--- src/rtl/mem_if_pkg.sv ---
// mem_if_pkg: shared definitions for the memory port master.
//   ADDR_W_DEF / DATA_W_DEF : default byte-address and data widths
//   mem_state_t             : FSM state encoding (also exported for debug)
//   is_misaligned()         : word-alignment test on the two low address bits
package mem_if_pkg;

    localparam int ADDR_W_DEF = 8;
    localparam int DATA_W_DEF = 32;

    typedef enum logic [2:0] {
        IDLE    = 3'd0,
        WRITE   = 3'd1,
        READ    = 3'd2,
        CAPTURE = 3'd3,
        RESP    = 3'd4
    } mem_state_t;

    // Only whole-word accesses are performed; any nonzero low bits is an error.
    function automatic logic is_misaligned(input logic [1:0] low_bits);
        return low_bits != 2'b00;
    endfunction

endpackage

--- src/rtl/mem_port_master_if.sv ---
// mem_port_master_if: request/response handshake plus the memory-side bus.
//   Request  : req_valid, req_ready, req_write, req_addr, req_wdata
//   Response : resp_valid, resp_ready, resp_rdata, resp_err
//   Memory   : mem_read, mem_write, address, data_in (to memory), data_out (from memory)
// Modports:
//   master : the memory port master block
//   slave  : the environment (requester, response consumer and memory)
//
// Handshake rule for both req and resp channels: a transfer happens on a
// rising edge where valid and ready are both 1; the producer holds valid and
// its payload unchanged until that edge, and ready never waits on a future
// valid-free condition.
interface mem_port_master_if #(
    parameter int ADDR_W = mem_if_pkg::ADDR_W_DEF,
    parameter int DATA_W = mem_if_pkg::DATA_W_DEF
) ();

    logic              req_valid;
    logic              req_ready;
    logic              req_write;
    logic [ADDR_W-1:0] req_addr;
    logic [DATA_W-1:0] req_wdata;

    logic              resp_valid;
    logic              resp_ready;
    logic [DATA_W-1:0] resp_rdata;
    logic              resp_err;

    logic              mem_read;
    logic              mem_write;
    logic [ADDR_W-1:0] address;
    logic [DATA_W-1:0] data_in;
    logic [DATA_W-1:0] data_out;

    modport master (
        input  req_valid, req_write, req_addr, req_wdata, resp_ready, data_out,
        output req_ready, resp_valid, resp_rdata, resp_err,
        output mem_read, mem_write, address, data_in
    );

    modport slave (
        output req_valid, req_write, req_addr, req_wdata, resp_ready, data_out,
        input  req_ready, resp_valid, resp_rdata, resp_err,
        input  mem_read, mem_write, address, data_in
    );

endinterface

--- src/rtl/mem_port_master.sv ---
// mem_port_master: turns one request at a time into memory strobes and a
// single response.
//   clock     : rising-edge clock
//   reset     : asynchronous active-high reset
//   bus       : mem_port_master_if.master (request, response and memory bus)
//   state_dbg : current FSM state
// Transaction flow: IDLE -> WRITE -> RESP for writes, IDLE -> READ -> CAPTURE
// -> RESP for reads, IDLE -> RESP for misaligned requests (no strobes).
// All outputs are registers so they change only on clock edges or reset.
module mem_port_master
    import mem_if_pkg::*;
#(
    parameter int ADDR_W = ADDR_W_DEF,
    parameter int DATA_W = DATA_W_DEF
) (
    input  logic               clock,
    input  logic               reset,
    mem_port_master_if.master  bus,
    output mem_state_t         state_dbg
);

    mem_state_t        state;
    logic              req_ready_q;
    logic              resp_valid_q;
    logic              resp_err_q;
    logic [DATA_W-1:0] resp_rdata_q;
    logic              mem_read_q;
    logic              mem_write_q;
    logic [ADDR_W-1:0] address_q;
    logic [DATA_W-1:0] data_in_q;

    always_ff @(posedge clock or posedge reset) begin
        if (reset) begin
            state        <= IDLE;
            req_ready_q  <= 1'b1;
            resp_valid_q <= 1'b0;
            resp_err_q   <= 1'b0;
            resp_rdata_q <= '0;
            mem_read_q   <= 1'b0;
            mem_write_q  <= 1'b0;
            address_q    <= '0;
            data_in_q    <= '0;
        end else begin
            case (state)
                IDLE: begin
                    // req_ready is 1 exactly in IDLE, so req_valid here is an accept.
                    if (bus.req_valid) begin
                        req_ready_q  <= 1'b0;
                        resp_rdata_q <= '0;
                        if (is_misaligned(bus.req_addr[1:0])) begin
                            // Address/data_in are left alone: no strobe goes out.
                            state        <= RESP;
                            resp_valid_q <= 1'b1;
                            resp_err_q   <= 1'b1;
                        end else if (bus.req_write) begin
                            state       <= WRITE;
                            resp_err_q  <= 1'b0;
                            mem_write_q <= 1'b1;
                            address_q   <= bus.req_addr;
                            data_in_q   <= bus.req_wdata;
                        end else begin
                            state      <= READ;
                            resp_err_q <= 1'b0;
                            mem_read_q <= 1'b1;
                            address_q  <= bus.req_addr;
                        end
                    end
                end

                WRITE: begin
                    // One-cycle write strobe; the memory commits at this edge.
                    mem_write_q  <= 1'b0;
                    resp_valid_q <= 1'b1;
                    state        <= RESP;
                end

                READ: begin
                    // Memory registers data_out at this edge; keep mem_read up
                    // through CAPTURE so the address phase stays unambiguous.
                    state <= CAPTURE;
                end

                CAPTURE: begin
                    mem_read_q   <= 1'b0;
                    resp_rdata_q <= bus.data_out;
                    resp_valid_q <= 1'b1;
                    state        <= RESP;
                end

                RESP: begin
                    if (bus.resp_ready) begin
                        resp_valid_q <= 1'b0;
                        resp_err_q   <= 1'b0;
                        resp_rdata_q <= '0;
                        req_ready_q  <= 1'b1;
                        state        <= IDLE;
                    end
                end

                default: begin
                    state        <= IDLE;
                    req_ready_q  <= 1'b1;
                    resp_valid_q <= 1'b0;
                    resp_err_q   <= 1'b0;
                    mem_read_q   <= 1'b0;
                    mem_write_q  <= 1'b0;
                end
            endcase
        end
    end

    assign bus.req_ready  = req_ready_q;
    assign bus.resp_valid = resp_valid_q;
    assign bus.resp_err   = resp_err_q;
    assign bus.resp_rdata = resp_rdata_q;
    assign bus.mem_read   = mem_read_q;
    assign bus.mem_write  = mem_write_q;
    assign bus.address    = address_q;
    assign bus.data_in    = data_in_q;
    assign state_dbg      = state;

endmodule

--- src/flat_wrapper.sv ---
// flat-port wrapper written by rule: the top's interface ports become plain ports
module mem_port_master_flat import mem_if_pkg::*;
#(
    parameter int ADDR_W = ADDR_W_DEF,
    parameter int DATA_W = DATA_W_DEF
)
  (clock, reset, state_dbg, bus_req_valid, bus_req_write, bus_req_addr, bus_req_wdata, bus_resp_ready, bus_data_out, bus_req_ready, bus_resp_valid, bus_resp_rdata, bus_resp_err, bus_mem_read, bus_mem_write, bus_address, bus_data_in);
  mem_port_master_if #(.ADDR_W(ADDR_W), .DATA_W(DATA_W)) bus_i ();
  input  logic clock;
  input  logic reset;
  output mem_state_t state_dbg;
  input wire logic [$bits(bus_i.req_valid)-1:0] bus_req_valid;
  input wire logic [$bits(bus_i.req_write)-1:0] bus_req_write;
  input wire logic [$bits(bus_i.req_addr)-1:0] bus_req_addr;
  input wire logic [$bits(bus_i.req_wdata)-1:0] bus_req_wdata;
  input wire logic [$bits(bus_i.resp_ready)-1:0] bus_resp_ready;
  input wire logic [$bits(bus_i.data_out)-1:0] bus_data_out;
  output wire logic [$bits(bus_i.req_ready)-1:0] bus_req_ready;
  output wire logic [$bits(bus_i.resp_valid)-1:0] bus_resp_valid;
  output wire logic [$bits(bus_i.resp_rdata)-1:0] bus_resp_rdata;
  output wire logic [$bits(bus_i.resp_err)-1:0] bus_resp_err;
  output wire logic [$bits(bus_i.mem_read)-1:0] bus_mem_read;
  output wire logic [$bits(bus_i.mem_write)-1:0] bus_mem_write;
  output wire logic [$bits(bus_i.address)-1:0] bus_address;
  output wire logic [$bits(bus_i.data_in)-1:0] bus_data_in;
  assign bus_i.req_valid = bus_req_valid;
  assign bus_i.req_write = bus_req_write;
  assign bus_i.req_addr = bus_req_addr;
  assign bus_i.req_wdata = bus_req_wdata;
  assign bus_i.resp_ready = bus_resp_ready;
  assign bus_i.data_out = bus_data_out;
  assign bus_req_ready = bus_i.req_ready;
  assign bus_resp_valid = bus_i.resp_valid;
  assign bus_resp_rdata = bus_i.resp_rdata;
  assign bus_resp_err = bus_i.resp_err;
  assign bus_mem_read = bus_i.mem_read;
  assign bus_mem_write = bus_i.mem_write;
  assign bus_address = bus_i.address;
  assign bus_data_in = bus_i.data_in;
  mem_port_master #(.ADDR_W(ADDR_W), .DATA_W(DATA_W)) u_core (.clock(clock), .reset(reset), .bus(bus_i), .state_dbg(state_dbg));
endmodule
--- config.mk ---
export PLATFORM = sky130hd
export DESIGN_NAME = mem_port_master_flat
export DESIGN_NICKNAME = d
export VERILOG_FILES = /design/src/rtl/mem_if_pkg.sv /design/src/rtl/mem_port_master_if.sv /design/src/rtl/mem_port_master.sv /design/src/flat_wrapper.sv
export SDC_FILE = /design/constraint.sdc
export NUM_CORES = 1
export LEC_CHECK = 0
export BUFFER_PORTS_ARGS = -buffer_cell sky130_fd_sc_hd__clkbuf_2
export CAP_MARGIN = 0
export CELL_PAD_IN_SITES_DETAIL_PLACEMENT = 1
export CELL_PAD_IN_SITES_GLOBAL_PLACEMENT = 2
export CORE_ASPECT_RATIO = 0.7
export CORE_UTILIZATION = 26
export CTS_BUF_LIST = sky130_fd_sc_hd__clkbuf_16
export DETAILED_ROUTE_END_ITERATION = 10
export GPL_TIMING_DRIVEN = 0
export PLACE_DENSITY_LB_ADDON = 0.1
export SYNTH_ARGS = -nofsm -noshare
export SYNTH_HDL_FRONTEND = slang
export SYNTH_SLANG_ARGS = --single-unit
--- constraint.sdc ---
create_clock -name clock -period 2.25 [get_ports clock]
set_input_delay 0.225 -clock clock [delete_from_list [all_inputs] [get_ports clock]]
set_output_delay 0.225 -clock clock [all_outputs]
set_load 0.02 [all_outputs]
Word level (Yosys, flattened, before mapping)
Cells that the tools add are included.

Muxes and demuxes: 26. Eq/ne operators: 10. Bitwise operators: 5. Reduce and logical (&&, ||, !) cells: 15.

Operators with widths (count): one-hot mux 32 bit (3 select lines) (1); two-way mux 32 bit (2); AND reduction 4 bit (4); two-way mux 1 bit (13); one-hot mux 3 bit (4 select lines) (1); != test 2 bit, second input constant (5); two-way mux 3 bit (3); AND reduction 3 bit (3); OR reduction 3 bit (3); == test 3 x 2 -> 1 bit, second input constant (2); one-hot mux 1 bit (3 select lines) (2); inverter 1 bit (5); one-hot mux 1 bit (2 select lines) (2); one-hot mux 1 bit (4 select lines) (1); == test 3 x 1 -> 1 bit, second input constant (1); == test 3 bit, second input constant (1); logical NOT 3 bit (1); nonzero test 3 bit (1); two-way mux 2 bit (1); != test 2 x 1 -> 1 bit, second input constant (1); AND reduction 2 bit (1); nonzero test 2 bit (1); OR reduction 2 bit (1).

Flip-flop bits (word level): 80. Output and inout bits: 80. Input bits: 77.

Longest topological paths before layout
Word-level depth: 4. Depth in mapped cells: 6.

Worst setup path after synthesis
OpenSTA, ideal clock, no wires.

Path type: register -> register. Start: register u_core.state[0], in the netlist u_core.state_dbg[0]. End: register u_core.data_in_q[0], in the netlist u_core.bus.data_in[0]. Stages on the path, launching flop included: 6. Slack: 637 ps. Buffers on the path: 2. Period minus slack after synthesis: 1613 ps. Data arrival time: 1488 ps. Cell sequence: dfrtp_1 > buf_6 > nor3_4 > nand4_4 > buf_6 > mux2_4.

Longest elaborated chain between the ends: 2.

RTL lines: start: declaration (RTL line mem_port_master.sv:22) `mem_state_t state;`; start signal: assignment (RTL line mem_port_master.sv:34) `state <= IDLE;`; start signal: assignment (RTL line mem_port_master.sv:52) `state <= RESP;`; start signal: assignment (RTL line mem_port_master.sv:56) `state <= WRITE;`; logical NOT 3 bit (RTL line mem_port_master.sv:44) `case (state)`; AND reduction 4 bit (no source line); end signal: assignment (RTL line mem_port_master.sv:60) `data_in_q <= bus.req_wdata;`; end: declaration (RTL line mem_port_master.sv:30) `logic [DATA_W-1:0] data_in_q;`.

Every way passes these cells. A chain may end at the register's enable or synchronous reset.

Final worst setup path
Start: register u_core.state[1], in the netlist u_core.state_dbg[1]. End: register u_core.resp_rdata_q[13], in the netlist u_core.bus.resp_rdata[13].

Longest elaborated chain between the ends: 3. Elaborated cells on any way between the ends: 8.

RTL lines: == test 3 bit, or another cell as far along (RTL line mem_port_master.sv:44); != test 2 bit (no source line) or nonzero test 3 bit (tied branches); AND reduction 3 bit (no source line); end signal: assignment (RTL line mem_port_master.sv:85) `resp_rdata_q <= bus.data_out;`; end: declaration (RTL line mem_port_master.sv:26) `logic [DATA_W-1:0] resp_rdata_q;`.

Parallel ways exist; a longest one is shown, timed or not.

==> results.tsv <==
metric	value	unit
Tcrit/Tclk final	75.4	%
port bufs	155	
worst path required time	2.46	ns
Netlist cell types	31	
Layout Nets	449	
WHS Endpoint	u_core.bus.resp_rdata[31]	
global router's overall resource usage	14.0	%
Tmin final	1.70	ns
height of the die	94.4	um
placed insts	517	
cts bufs inserted	9	
Clock Path Buffers	2	
Die ar.	12600	um2
synthesized instance count	203	
Pins Over Slew Limit	0	
Design Area, Final	4460	um2
Starting Density	26.9	%
Post-DP HPWL	6170	um
total power	5.39	mW
ANT cells	0	
mapped cell area	3170	um2
syn_nets	280	
First DRT Iteration DRCs	84	
core area	11800	um2
HP Class	in2reg	
RSZ-0062 raised after global routing	no	
postcts setup bufs	0	
Synth Warn #	0	
largest net degree at the start of global routing	38	
reg2reg setup slack	0.55	ns
Highest Clock Rate	589	MHz
critical path startpoint category	register	
Reg area	2000	um2
sequential cell area fraction in the yosys report	63.2	%
skew final	0.00613	ns
commonest non-fill, non-tap cell in the layout	clkbuf_2	
Setup TNS Final	0	ns
r2r endpoint	u_core.bus.resp_rdata[13]	
status	completed	
CP Class	reg2reg	
Hold Path Origin	bus_data_out[31]	
Syn-to-layout area delta	40.8	%
clk_lat worst skew	0.33	ns
FF+latch count, synth	80	
Cell Pwr Density	1210	nW/um2
Reg clk slew, reported paths	0.06	ns
vias in the first global route	2439	
Max Cap Viol	0	
gpl congestion	0.681	
share of cells above drive strength 1	59.7	%
CP arrival	1.91	ns
Worst Tran Pin Value	0.549	ns
Detail Route Antenna Nets	0	
Avg Inst Size Synth	15.6	um2
most frequent cells in the layout	clkbuf_2 (156), dfrtp_1 (79), a22o_1 (33)	
Die W	134	um
reg2reg path depth	5	
# fillers	1330	
first-pass iteration count of the detailed router	4	
post_cts resized	0	
placed cell areas	4180	um2
Peak VDD IR	0.467	mV
initial antenna violation count	0	
drt drc	0	
WL per Instance	15.6	um
Avg Vias per Cell	4.38	
# hold bufs at CTS	1	
CTS Root Cell	clkbuf_16	
CTS sink cnt	80	
H-tree levels	3	
area of the multi-input gates	1070	um2
final setup violation count	0	
Final Hold Vio Count	0	
CTS tree	done	
# IOs	157	
via count	2338	
num rows	33	
Critical R2R Launch	u_core.state_dbg[1]	
Slew HR	63.4	%
top fanout value on the critical path	10	
Hold Crit Depth	2	
routed wire length	8350	um
Leak	2.42	nW
first-pass GRT wire length	13500	um
remaining global-route overflow	0	
Final Non-Filler Cells	534	
CP Capture Type	register	
==> synth_stat cells <==
master	n	area share [%]
a21oi_2	1	0.28
a21oi_1	2	0.32
clkbuf_1	4	0.47
nor2_1	7	0.83
o21ai_0	3	0.47
inv_1	2	0.24
nor3_1	1	0.16
nor2b_1	2	0.39
buf_6	4	1.4
a2bb2oi_1	1	0.28
and3b_1	1	0.28
dfrtp_1	79	62
o2bb2ai_1	1	0.28
nand3_1	2	0.32
a22o_1	33	9.1
and2_1	2	0.39
nand2_1	3	0.36
a32o_1	1	0.32
o21a_1	1	0.24
nand4_4	1	0.67
buf_2	5	0.79
a31oi_1	1	0.20
nor4b_1	1	0.28
or3b_2	1	0.28
mux2_4	29	14
dfstp_2	1	0.83
o21bai_1	1	0.24
mux2_2	10	3.6
o22ai_1	1	0.20
nor3_4	1	0.51
clkbuf_2	1	0.16
==> logic make-up after synthesis <==
group	count (synthesis)	synth area share (%)
buf+inv	16	3.08
flops	80	63.2
simple gates	22	4.46
compound gates	46	11.9
mux	39	17.3
==> worst max-delay path by stage <==
stage,from,to,slack [ns],depth (start not counted)
2_1_floorplan,u_core.state_dbg[0],u_core.bus.data_in[0],0.64,5
3_3_place_gp,reset,u_core.bus.address[6],0.42,2
3_5_place_dp,u_core.state_dbg[0],u_core.bus.data_in[3],0.54,5
4_1_cts,u_core.state_dbg[0],u_core.bus.data_in[17],0.53,5
5_1_grt,u_core.state_dbg[1],u_core.bus.resp_rdata[6],0.39,5
6_report,u_core.state_dbg[1],u_core.bus.resp_rdata[13],0.55,5
==> worst max-delay path, cell delays in order, from the launching register on <==
cell     delay (ns)
dfrtp_1        0.38
buf_2          0.19
nor2_1         0.41
a21oi_2        0.17
buf_2          0.23
a22o_1         0.20
==> final cells by class <==
cell class              count  area share [%]
inverters                   2           0.253
plain buffers              14            2.02
well taps                 157            4.41
clock inverters             7           0.898
flip-flops and latches     80            44.9
multi-input cells         107            23.9
repair buffers            158            18.5
clock buffers               9            5.05
==> per-layer routing <==
metal	track usage [%]	routed length [um]	part of all wire (%)	vias to the layer above
li1	-	-	-	1083
met1	19.1	3940	47	1136
met2	20.0	3440	41	109
met3	5.80	867	10	10
met4	4.45	103	1.2	0
met5	0	0	0	-
==> registers in the layout (all words and copies together) (netlist names) <==
name	count
u_core.bus.address	8
u_core.state_dbg	3
u_core.bus.resp_valid	1
u_core.bus.req_ready	1
u_core.bus.resp_err	1
u_core.bus.data_in	32
u_core.bus.mem_read	1
u_core.bus.mem_write	1
u_core.bus.resp_rdata	32
==> through the flow <==
stage	setup WS [ns]	hold WS, ns	util, %
after detailed placement	0.542	0.292	35.6
after CTS	0.534	0.0968	37.9
final	0.553	0.117	37.9
after floorplan	0.637	0.365	-
after global placement	0.422	0.449	35.2
after global routing	0.390	0.104	37.9
==> power by group <==
| part | switching [mW] | leakage [nW] | internal (mW) | total, mW |
|---|---|---|---|---|
| logic | 1.09 | 1.26 | 0.872 | 1.97 |
| clock network | 0.570 | 0.128 | 0.735 | 1.31 |
| registers | 0.255 | 1.03 | 1.86 | 2.12 |
Power figures use the tool's default switching activity.
